## config.mk

```make
export PLATFORM = sky130hd
export DESIGN_NAME = wb_write_arbiter_flat
export DESIGN_NICKNAME = d
export VERILOG_FILES = /design/src/rtl/wb_write_arbiter_if.sv /design/src/rtl/wb_write_arbiter.sv /design/src/flat_wrapper.sv
export SDC_FILE = /design/constraint.sdc
export NUM_CORES = 1
export LEC_CHECK = 0
export CAP_MARGIN = 20
export CELL_PAD_IN_SITES_DETAIL_PLACEMENT = 1
export CELL_PAD_IN_SITES_GLOBAL_PLACEMENT = 2
export CORE_MARGIN = 2
export CORE_UTILIZATION = 34
export CTS_BUF_LIST = sky130_fd_sc_hd__clkbuf_4
export CTS_CLUSTER_SIZE = 12
export DETAILED_ROUTE_END_ITERATION = 12
export DONT_BUFFER_PORTS = 1
export PLACE_DENSITY = 0.65
export SYNTH_ARGS = -nofsm -noshare
export SYNTH_HDL_FRONTEND = slang
export SYNTH_SLANG_ARGS = --single-unit
```

## constraint.sdc

```tcl
create_clock -name clk_i -period 3.15 [get_ports clk_i]
set_input_delay 0.63 -clock clk_i [delete_from_list [all_inputs] [get_ports clk_i]]
set_output_delay 0.63 -clock clk_i [all_outputs]
set_load 0.1 [all_outputs]
```

## src/rtl/wb_write_arbiter_if.sv

```systemverilog
// ----------------------------------------------------------------------------
// wb_write_arbiter_if
// Bundles the writeback arbiter's handshake and register-file signals.
//   a_valid_i/a_rd_i/a_wd_i -> a_ready_o   : in-order pipeline writeback (source A)
//   b_valid_i/b_rd_i/b_wd_i -> b_ready_o   : long-latency unit results (source B)
//   regwrite_o/rd_o/wd_o                   : register file write port
//   pending_o                              : registers with a write still in flight
// Signal suffixes are from the arbiter's point of view.
// Modports: master = sources and register file side, slave = the arbiter.
// ----------------------------------------------------------------------------
interface wb_write_arbiter_if #(
    parameter int XLEN = 32
);
    logic            a_valid_i;
    logic [4:0]      a_rd_i;
    logic [XLEN-1:0] a_wd_i;
    logic            a_ready_o;
    logic            b_valid_i;
    logic [4:0]      b_rd_i;
    logic [XLEN-1:0] b_wd_i;
    logic            b_ready_o;
    logic            regwrite_o;
    logic [4:0]      rd_o;
    logic [XLEN-1:0] wd_o;
    logic [31:0]     pending_o;

    modport master (
        output a_valid_i, a_rd_i, a_wd_i,
        input  a_ready_o,
        output b_valid_i, b_rd_i, b_wd_i,
        input  b_ready_o,
        input  regwrite_o, rd_o, wd_o, pending_o
    );

    modport slave (
        input  a_valid_i, a_rd_i, a_wd_i,
        output a_ready_o,
        input  b_valid_i, b_rd_i, b_wd_i,
        output b_ready_o,
        output regwrite_o, rd_o, wd_o, pending_o
    );
endinterface

```

## src/rtl/wb_write_arbiter.sv

```systemverilog
// ----------------------------------------------------------------------------
// wb_write_arbiter
// Single register-file write port shared by the in-order writeback (A) and a
// long-latency unit (B). B results are queued in a DEPTH-entry FIFO. A wins by
// default; the FIFO head wins when A is idle or when the head has waited
// STARVE_MAX cycles. Writes to x0 complete their handshake but are dropped.
// Ports:
//   clk_i    : clock, rising edge
//   reset_i  : asynchronous active-low reset
//   bus      : wb_write_arbiter_if.slave (A/B handshakes, write port, pending mask)
// ----------------------------------------------------------------------------
module wb_write_arbiter #(
    parameter int XLEN       = 32,
    parameter int DEPTH      = 4,
    parameter int STARVE_MAX = 8
) (
    input  logic              clk_i,
    input  logic              reset_i,
    wb_write_arbiter_if.slave bus
);
    localparam int PTR_W  = $clog2(DEPTH);
    localparam int CNT_W  = $clog2(DEPTH + 1);
    localparam int WAIT_W = $clog2(STARVE_MAX + 1);
    localparam logic [CNT_W-1:0]  CNT_FULL = CNT_W'(DEPTH);
    localparam logic [CNT_W-1:0]  CNT_ONE  = CNT_W'(1);
    localparam logic [CNT_W-1:0]  CNT_ZERO = CNT_W'(0);
    localparam logic [PTR_W-1:0]  PTR_ONE  = PTR_W'(1);
    localparam logic [WAIT_W-1:0] WAIT_MAX = WAIT_W'(STARVE_MAX);
    localparam logic [WAIT_W-1:0] WAIT_ONE = WAIT_W'(1);

    // One-hot decode of a destination register; x0 never marks a hazard.
    function automatic logic [31:0] onehot_rd(input logic [4:0] r);
        logic [31:0] m;
        m = 32'd1 << r;
        return m & ~32'd1;
    endfunction

    logic [4:0]        fifo_rd_q [DEPTH];
    logic [XLEN-1:0]   fifo_wd_q [DEPTH];
    logic [PTR_W-1:0]  wptr_q, rptr_q;
    logic [CNT_W-1:0]  count_q, count_d;
    logic [WAIT_W-1:0] wait_q, wait_d;
    logic              regwrite_q, regwrite_d;
    logic [4:0]        rd_q, rd_d;
    logic [XLEN-1:0]   wd_q, wd_d;

    logic        empty_s, starve_s, pop_s, push_s, a_fire_s;
    logic [31:0] pending_s;

    // Grant decision: starvation pre-empts A, otherwise A, otherwise FIFO head.
    always_comb begin
        empty_s  = (count_q == CNT_ZERO);
        starve_s = !empty_s && (wait_q >= WAIT_MAX);
        pop_s    = starve_s || (!empty_s && !bus.a_valid_i);
        a_fire_s = bus.a_valid_i && !starve_s;
        // x0 results complete the handshake but never occupy a FIFO slot.
        push_s   = bus.b_valid_i && (count_q != CNT_FULL) && (bus.b_rd_i != 5'd0);
    end

    // Next-state for occupancy, head wait counter and the output stage.
    always_comb begin
        count_d    = count_q;
        wait_d     = wait_q;
        regwrite_d = 1'b0;
        rd_d       = rd_q;
        wd_d       = wd_q;

        case ({push_s, pop_s})
            2'b10:   count_d = count_q + CNT_ONE;
            2'b01:   count_d = count_q - CNT_ONE;
            default: count_d = count_q;
        endcase

        if (pop_s || empty_s) begin
            wait_d = {WAIT_W{1'b0}};
        end else if (wait_q < WAIT_MAX) begin
            wait_d = wait_q + WAIT_ONE;
        end else begin
            wait_d = wait_q;
        end

        // FIFO entries are never x0, so a pop always produces a real write.
        if (pop_s) begin
            regwrite_d = 1'b1;
            rd_d       = fifo_rd_q[rptr_q];
            wd_d       = fifo_wd_q[rptr_q];
        end else if (a_fire_s && (bus.a_rd_i != 5'd0)) begin
            regwrite_d = 1'b1;
            rd_d       = bus.a_rd_i;
            wd_d       = bus.a_wd_i;
        end else begin
            regwrite_d = 1'b0;
        end
    end

    // Hazard mask: every queued destination plus the one being written now.
    always_comb begin
        pending_s = 32'd0;
        for (int k = 0; k < DEPTH; k++) begin
            if (CNT_W'(k) < count_q) begin
                pending_s = pending_s | onehot_rd(fifo_rd_q[rptr_q + PTR_W'(k)]);
            end else begin
                pending_s = pending_s;
            end
        end
        if (regwrite_q) begin
            pending_s = pending_s | onehot_rd(rd_q);
        end else begin
            pending_s = pending_s;
        end
    end

    // Control state and registered write port.
    always_ff @(posedge clk_i or negedge reset_i) begin
        if (!reset_i) begin
            count_q    <= CNT_ZERO;
            wait_q     <= {WAIT_W{1'b0}};
            wptr_q     <= {PTR_W{1'b0}};
            rptr_q     <= {PTR_W{1'b0}};
            regwrite_q <= 1'b0;
            rd_q       <= 5'd0;
            wd_q       <= {XLEN{1'b0}};
        end else begin
            count_q    <= count_d;
            wait_q     <= wait_d;
            wptr_q     <= push_s ? (wptr_q + PTR_ONE) : wptr_q;
            rptr_q     <= pop_s  ? (rptr_q + PTR_ONE) : rptr_q;
            regwrite_q <= regwrite_d;
            rd_q       <= rd_d;
            wd_q       <= wd_d;
        end
    end

    // FIFO storage; cleared on reset so stale entries can never resurface.
    always_ff @(posedge clk_i or negedge reset_i) begin
        if (!reset_i) begin
            for (int i = 0; i < DEPTH; i++) begin
                fifo_rd_q[i] <= 5'd0;
                fifo_wd_q[i] <= {XLEN{1'b0}};
            end
        end else if (push_s) begin
            fifo_rd_q[wptr_q] <= bus.b_rd_i;
            fifo_wd_q[wptr_q] <= bus.b_wd_i;
        end
    end

    assign bus.a_ready_o  = !starve_s;
    assign bus.b_ready_o  = (count_q != CNT_FULL);
    assign bus.regwrite_o = regwrite_q;
    assign bus.rd_o       = rd_q;
    assign bus.wd_o       = wd_q;
    assign bus.pending_o  = pending_s;
endmodule

```

## src/flat_wrapper.sv

```systemverilog
// flat-port wrapper written by rule: the top's interface ports become plain ports
module wb_write_arbiter_flat 
#(
    parameter int XLEN       = 32,
    parameter int DEPTH      = 4,
    parameter int STARVE_MAX = 8
)
  (clk_i, reset_i, bus_a_valid_i, bus_a_rd_i, bus_a_wd_i, bus_a_ready_o, bus_b_valid_i, bus_b_rd_i, bus_b_wd_i, bus_b_ready_o, bus_regwrite_o, bus_rd_o, bus_wd_o, bus_pending_o);
  wb_write_arbiter_if #(.XLEN(XLEN)) bus_i ();
  input  logic clk_i;
  input  logic reset_i;
  input wire logic [$bits(bus_i.a_valid_i)-1:0] bus_a_valid_i;
  input wire logic [$bits(bus_i.a_rd_i)-1:0] bus_a_rd_i;
  input wire logic [$bits(bus_i.a_wd_i)-1:0] bus_a_wd_i;
  output wire logic [$bits(bus_i.a_ready_o)-1:0] bus_a_ready_o;
  input wire logic [$bits(bus_i.b_valid_i)-1:0] bus_b_valid_i;
  input wire logic [$bits(bus_i.b_rd_i)-1:0] bus_b_rd_i;
  input wire logic [$bits(bus_i.b_wd_i)-1:0] bus_b_wd_i;
  output wire logic [$bits(bus_i.b_ready_o)-1:0] bus_b_ready_o;
  output wire logic [$bits(bus_i.regwrite_o)-1:0] bus_regwrite_o;
  output wire logic [$bits(bus_i.rd_o)-1:0] bus_rd_o;
  output wire logic [$bits(bus_i.wd_o)-1:0] bus_wd_o;
  output wire logic [$bits(bus_i.pending_o)-1:0] bus_pending_o;
  assign bus_i.a_valid_i = bus_a_valid_i;
  assign bus_i.a_rd_i = bus_a_rd_i;
  assign bus_i.a_wd_i = bus_a_wd_i;
  assign bus_a_ready_o = bus_i.a_ready_o;
  assign bus_i.b_valid_i = bus_b_valid_i;
  assign bus_i.b_rd_i = bus_b_rd_i;
  assign bus_i.b_wd_i = bus_b_wd_i;
  assign bus_b_ready_o = bus_i.b_ready_o;
  assign bus_regwrite_o = bus_i.regwrite_o;
  assign bus_rd_o = bus_i.rd_o;
  assign bus_wd_o = bus_i.wd_o;
  assign bus_pending_o = bus_i.pending_o;
  wb_write_arbiter #(.XLEN(XLEN), .DEPTH(DEPTH), .STARVE_MAX(STARVE_MAX)) u_core (.clk_i(clk_i), .reset_i(reset_i), .bus(bus_i));
endmodule
```

Word level (Yosys, flattened, before mapping)

Index checks and enable logic that the tools add are counted.

Logic and storage cells: 104
Input port bits: 78
Output and inout port bits: 72
Bits in registers: 197

Multiplexer cells: 35
Reduce and logical (&&, ||, !) cells: 18
Add/sub/neg operators: 7
Equality and inequality tests: 3
Bitwise logic cells: 9
Shift operators: 5
Magnitude comparators: 12

Operator list:

| cell                                                      | number |
|---|---|
| two-way mux 32 bit                                        | 10 |
| << shifter 1 x 5 -> 32 bit, first input constant          | 5 |
| bitwise mux 128 bit                                       | 1 |
| OR 32 bit                                                 | 4 |
| binary-select mux 32 bit (select 2 bit)                   | 1 |
| demux 32 bit (select 2 bit)                               | 1 |
| two-way mux 5 bit                                         | 11 |
| binary-select mux 5 bit (select 2 bit)                    | 4 |
| bitwise mux 20 bit                                        | 1 |
| >= comparator 3 bit, second input constant                | 5 |
| inverter 2 -> 3 bit                                       | 5 |
| demux 5 bit (select 2 bit)                                | 1 |
| nonzero test 5 bit                                        | 2 |
| two-way mux 4 bit                                         | 2 |
| logical AND 1 bit                                         | 7 |
| less-than comparator 1 x 3 -> 1 bit, first input constant | 2 |
| less-than comparator 2 x 3 -> 1 bit, first input constant | 2 |
| one-hot mux 3 bit (2 select lines)                        | 1 |
| nonzero test 2 bit                                        | 3 |
| adder 2 x 1 -> 2 bit, second input constant               | 2 |
| adder 2 bit, second input constant                        | 2 |
| adder 4 x 1 -> 4 bit, second input constant               | 1 |
| >= comparator 4 bit, second input constant                | 1 |
| less-than comparator 4 bit, second input constant         | 1 |
| other kinds (10)                                          | 14 |

Logic depth before layout (Yosys ltp)

Depth after elaboration: 14
Depth in mapped cells: 10
Depth with buffers taken out: 9

Worst setup path after synthesis

No wires, ideal clock.

Path kind: reg2out
From: register u_core.rptr_q[0]
To: output bus_pending_o[28]
Path buffers: 2
Path slack: -0.045 ns
Cell stages (with the launch flop): 7
Arrival time: 2.565 ns
Data required time: 2.520 ns
Cells stage by stage: dfrtp_1 buf_6 buf_12 mux4_2 and4bb_4 a22oi_1 nand4_1

Cells in the longest elaborated chain, start to end: 14
Elaborated cells on any way between the ends: 32
Those cells by class: 3 x add/sub; 4 x shift; 17 x mux; 8 x bitwise

Ends and longest elaborated chain:

| what                                                                                                | line                                            | RTL |
|---|---|---|
| from (decl)                                                                                         | wb_write_arbiter.sv:40                          | `logic [PTR_W-1:0] wptr_q, rptr_q;` |
| from (signal assigned)                                                                              | wb_write_arbiter.sv:119                         | `rptr_q <= {PTR_W{1'b0}};` |
| from (signal assigned)                                                                              | wb_write_arbiter.sv:127                         | `rptr_q <= pop_s ? (rptr_q + PTR_ONE) : rptr_q;` |
| adder 2 x 1 -> 2 bit or inverter 2 -> 3 bit (tied branches)                                         | wb_write_arbiter.sv:101                         | `pending_s = pending_s \| onehot_rd(fifo_rd_q[rptr_q + PTR_W'(k)]);` |
| inverter 2 -> 3 bit (not written as such) or binary-select mux 5 bit (select 2 bit) (tied branches) | wb_write_arbiter.sv:101                         |  |
| binary-select mux 5 bit (select 2 bit) or two-way mux 5 bit (tied branches)                         | wb_write_arbiter.sv:101                         |  |
| two-way mux 5 bit (not written as such)                                                             | wb_write_arbiter.sv:101                         |  |
| two-way mux 5 bit (not written as such) or << shifter 1 x 5 -> 32 bit (tied branches)               | wb_write_arbiter.sv:101, wb_write_arbiter.sv:34 |  |
| << shifter 1 x 5 -> 32 bit or two-way mux 32 bit (tied branches)                                    | wb_write_arbiter.sv:34, wb_write_arbiter.sv:100 |  |
| OR 32 bit                                                                                           | wb_write_arbiter.sv:101                         |  |
| two-way mux 32 bit                                                                                  | wb_write_arbiter.sv:100                         | `if (CNT_W'(k) < count_q) begin` |
| OR 32 bit                                                                                           | wb_write_arbiter.sv:101                         |  |
| two-way mux 32 bit                                                                                  | wb_write_arbiter.sv:100                         |  |
| OR 32 bit                                                                                           | wb_write_arbiter.sv:101                         |  |
| two-way mux 32 bit (*)                                                                              | wb_write_arbiter.sv:100                         |  |
| OR 32 bit                                                                                           | wb_write_arbiter.sv:107                         | `pending_s = pending_s \| onehot_rd(rd_q);` |
| two-way mux 32 bit (*)                                                                              | wb_write_arbiter.sv:106                         | `if (regwrite_q) begin` |
| to (decl)                                                                                           | flat_wrapper.sv:23                              | `output wire logic [$bits(bus_i.pending_o)-1:0] bus_pending_o;` |

Mark *: on every way between the ends. The rest lies on a longest branch, timed or not. The select of a mux whose other input is x is not followed.

Worst setup path after layout

From: register u_core.rptr_q[0]
To: output bus_pending_o[4]

The elaborated chain is that of the path after synthesis.

==> out/qor.log <==
[clock_network] maximum level of the CTS H-tree 4
[place] RD Place Congestion 0.889
[clock_network] cell at the root of the clock tree sky130_fd_sc_hd__clkbuf_4
[synth] number of synthesized flops with an enable pin 0
[synth] Syn Area/Cell 12.8 um2
[layout] flip-flop and latch area 4940 um2
[synth] Synth cell types 50
[routing] routed wire length 29.8 mm
[layout] share of final-layout standard cells stronger than drive strength 1 0.461
[sta] Tcrit/Tclk final 1.11
[synth] Yosys Warn Count 0
[sta] maximum clock frequency 287 MHz
[routing] detailed-router iteration count before antenna repair 7
[synth] post-synthesis instance area 10,700 um2
[routing] vias per inst 5.64
[global_routing] vias in the first global route 7,665
[sta] post-route clock skew 24.8 ps
[synth] number of synthesized register bits 197
[setup_path] peak fanout along the critical path 8
[layout] Layout fillers 3,206
[layout] area of the multi-input gates 5820 um2
[layout] Area Growth Syn to Fin 19.9%
[die] die height 182 um
[job] number of maximum-capacitance violations 0
[die] number of primary I/O pins 150
[routing] number of remaining DRC errors 0
[synth] Commonest cells post-synth sky130_fd_sc_hd__dfrtp_1 (197), sky130_fd_sc_hd__mux2_2 (130), sky130_fd_sc_hd__nand3_1 (60), sky130_fd_sc_hd__nor2_1 (56), sky130_fd_sc_hd__mux4_2 (47)
[clock_network] TritonCTS buffer count 17
[routing] total vias in the final route 7,431
[clock_network] clk sinks 197
[synth] share of synthesized registers carrying an async set or reset 1.00
[sta] final sum of negative setup slack -6990 ps
[run_status] violations in the final reports hold timing, setup timing
[synth] area share of the largest cell type after synthesis 0.460
[sta] final period demand of the worst path 3490 ps
[setup_path] Critical Setup Path Class flip-flop to primary output
[global_routing] total congestion overflow 0
[die] full die area 33,000 um2
[routing] Detail Route Antenna Nets 0
[global_routing] combined global-route utilization of all metal layers 0.180
[sta] Max-Slew Margin vs Limit 0.368
[clock_network] clk_lat worst skew 580 ps
[sta] least setup slack across all paths after layout -339 ps
[routing] DR WL/cell 22.6 um
[run_status] run status finished, violations left
[global_routing] number of antenna violations at the first check in global routing 2
[sta] final setup violation count 31
[sta] Final Hold Viols 197
[place] count of buffers inserted at the top-level ports 0
[clock_network] number of buffers between clock root and the deepest sink 2
[sta] Final Max Slew Viols 0
[routing] DRC marker count from the first detailed-route iteration 336
[place] cell total after placement 1,242
[die] area of the core 31,300 um2
[synth] top flip-flop cell by instance count after synthesis sky130_fd_sc_hd__dfrtp_1
[die] num rows 65
[setup_path] element type at the critical path end primary output
[global_routing] wire length of the first global-routing pass 45.7 mm
[place] placed wire-length estimate 19.3 mm
[synth] post-synth top area cell sky130_fd_sc_hd__dfrtp_1
[synth] Cells after Synth 838
[min_path] worst hold path type input pin to asynchronous set/reset pin
[synth] cell types occupying the most area after synthesis sky130_fd_sc_hd__dfrtp_1 (46%), sky130_fd_sc_hd__mux2_2 (14%), sky130_fd_sc_hd__mux4_2 (9.9%)
[synth] post-synthesis net count 927
[place] Post-DP Area 11,800 um2
[die] starting density of the core 0.343
[synth] most frequently used cell type in the post-synthesis netlist sky130_fd_sc_hd__dfrtp_1
[setup_path] worst path arrival time 2860 ps
[layout] Non-Filler Cell Area, Final 12,900 um2
[sta] Hold Worst Slack -275 ps
[sta] setup repair after global routing missed its margin yes
[clock_network] clock tree from TritonCTS built
[setup_path] kind of start point of the critical path flip-flop
[clock_network] clock transition at the registers of the reported paths 140 ps
[global_routing] pin count of the biggest net entering global routing 198
[synth] part of the Yosys area used for sequential elements 0.460
[die] chip width 182 um
[layout] Non-Filler Instances 1,317
[sta] Tightest Pin Transition 948 ps
[setup_path] data required time at the worst endpoint 2520 ps
[layout] number of nets in the finished design 992
layout make-up:
class	count	share of cell area
sequential	197	0.384
timing repair buffer	105	0.0978
clock buffer	20	0.0117
inverter	9	0.00263
tap	402	0.0391
clock inverter	9	0.0121
antenna	2	0.000389
multi-input combinational	573	0.453
critical path: stages (launching register included):
cell and delay, ps:
sky130_fd_sc_hd__dfrtp_4 510, sky130_fd_sc_hd__buf_6 150, sky130_fd_sc_hd__mux4_2 650, sky130_fd_sc_hd__nor4b_4 440, sky130_fd_sc_hd__nand2_1 120, sky130_fd_sc_hd__nand4_1 210, sky130_fd_sc_hd__buf_12 210
per-layer routing:
metal | global-route usage | wire, um | vias to the layer above | part of all wire
met5 | 0 | 0 | - | 0
met3 | 0.0413 | 1500 | 58 | 0.050
met1 | 0.229 | 12800 | 3869 | 0.43
met2 | 0.305 | 14700 | 229 | 0.49
met4 | 0.0559 | 789 | 0 | 0.026
li1 | - | - | 3275 | -
what timing repair did:
item / CTS / global route
pin swaps: 38 / 43
hold endpoints to repair: 197 / 197
buffers inserted: 19 / 25
resized for setup: 68 / 48
cloned: 3 / 0
endpoints found under the setup margin: 31 / 31
logic make-up after synthesis:
logic type / count (synthesis) / synth area share
adder cells (fa/ha/maj): 11 / 0.0128
multiplexers: 233 / 0.297
AND/OR/NAND/NOR: 225 / 0.126
XOR/XNOR: 7 / 0.00572
flip-flops: 197 / 0.460
other: 1 / 0.000350
buffers and inverters: 71 / 0.0399
AO/OA/AOI/OAI: 93 / 0.0584
worst paths after layout:
kind                                    from  slack, ps              endpoint  depth (start not counted)
max                         u_core.rptr_q[0]       -340      bus_pending_o[4]                          6
min                                  reset_i       -280   u_core.bus.wd_o[27]                          0
min in group clk_i            bus_b_wd_i[15]        170  u_core.fifo_wd_q[47]                          1
max in group asynchronous            reset_i       2970      u_core.rptr_q[0]                          0
min reg2reg                 u_core.wait_q[0]        500      u_core.wait_q[0]                          1
max reg2reg                u_core.count_q[0]        400  u_core.fifo_wd_q[81]                          6
cells in the final DEF, fill, tap and decap left out, drive strengths merged, types with 5 or more instances in the layout:
| master | n |
|---|---|
| a21oi | 33 |
| clkbuf | 21 |
| nand2 | 39 |
| ha | 11 |
| nand4 | 15 |
| nor2 | 56 |
| nor2b | 13 |
| xnor2 | 7 |
| and2 | 9 |
| a32oi | 7 |
| inv | 10 |
| a22oi | 38 |
| nand3 | 60 |
| buf | 104 |
| a31oi | 5 |
| and3 | 5 |
| mux2 | 148 |
| nor4b | 9 |
| mux4 | 53 |
| mux2i | 33 |
| dfrtp | 197 |
flip-flops by register name, summed over array words and instances (netlist names):
| name | cells |
|---|---|
| u_core.bus.rd_o | 5 |
| u_core.bus.regwrite_o | 1 |
| u_core.bus.wd_o | 32 |
| u_core.count_q | 3 |
| u_core.fifo_rd_q | 20 |
| u_core.fifo_wd_q | 128 |
| u_core.rptr_q | 2 |
| u_core.wait_q | 4 |
| u_core.wptr_q | 2 |
per-stage QoR:
stage | worst slack (ps) | util
floorplan | -7.18 | -
global placement | 125 | 0.375
detailed placement | 113 | 0.375
CTS | -324 | 0.398
global route | -423 | 0.411
finish | -339 | 0.411
Power is not shown: default switching activity piles up to over one toggle a cycle in this logic, so the estimate is an artifact.
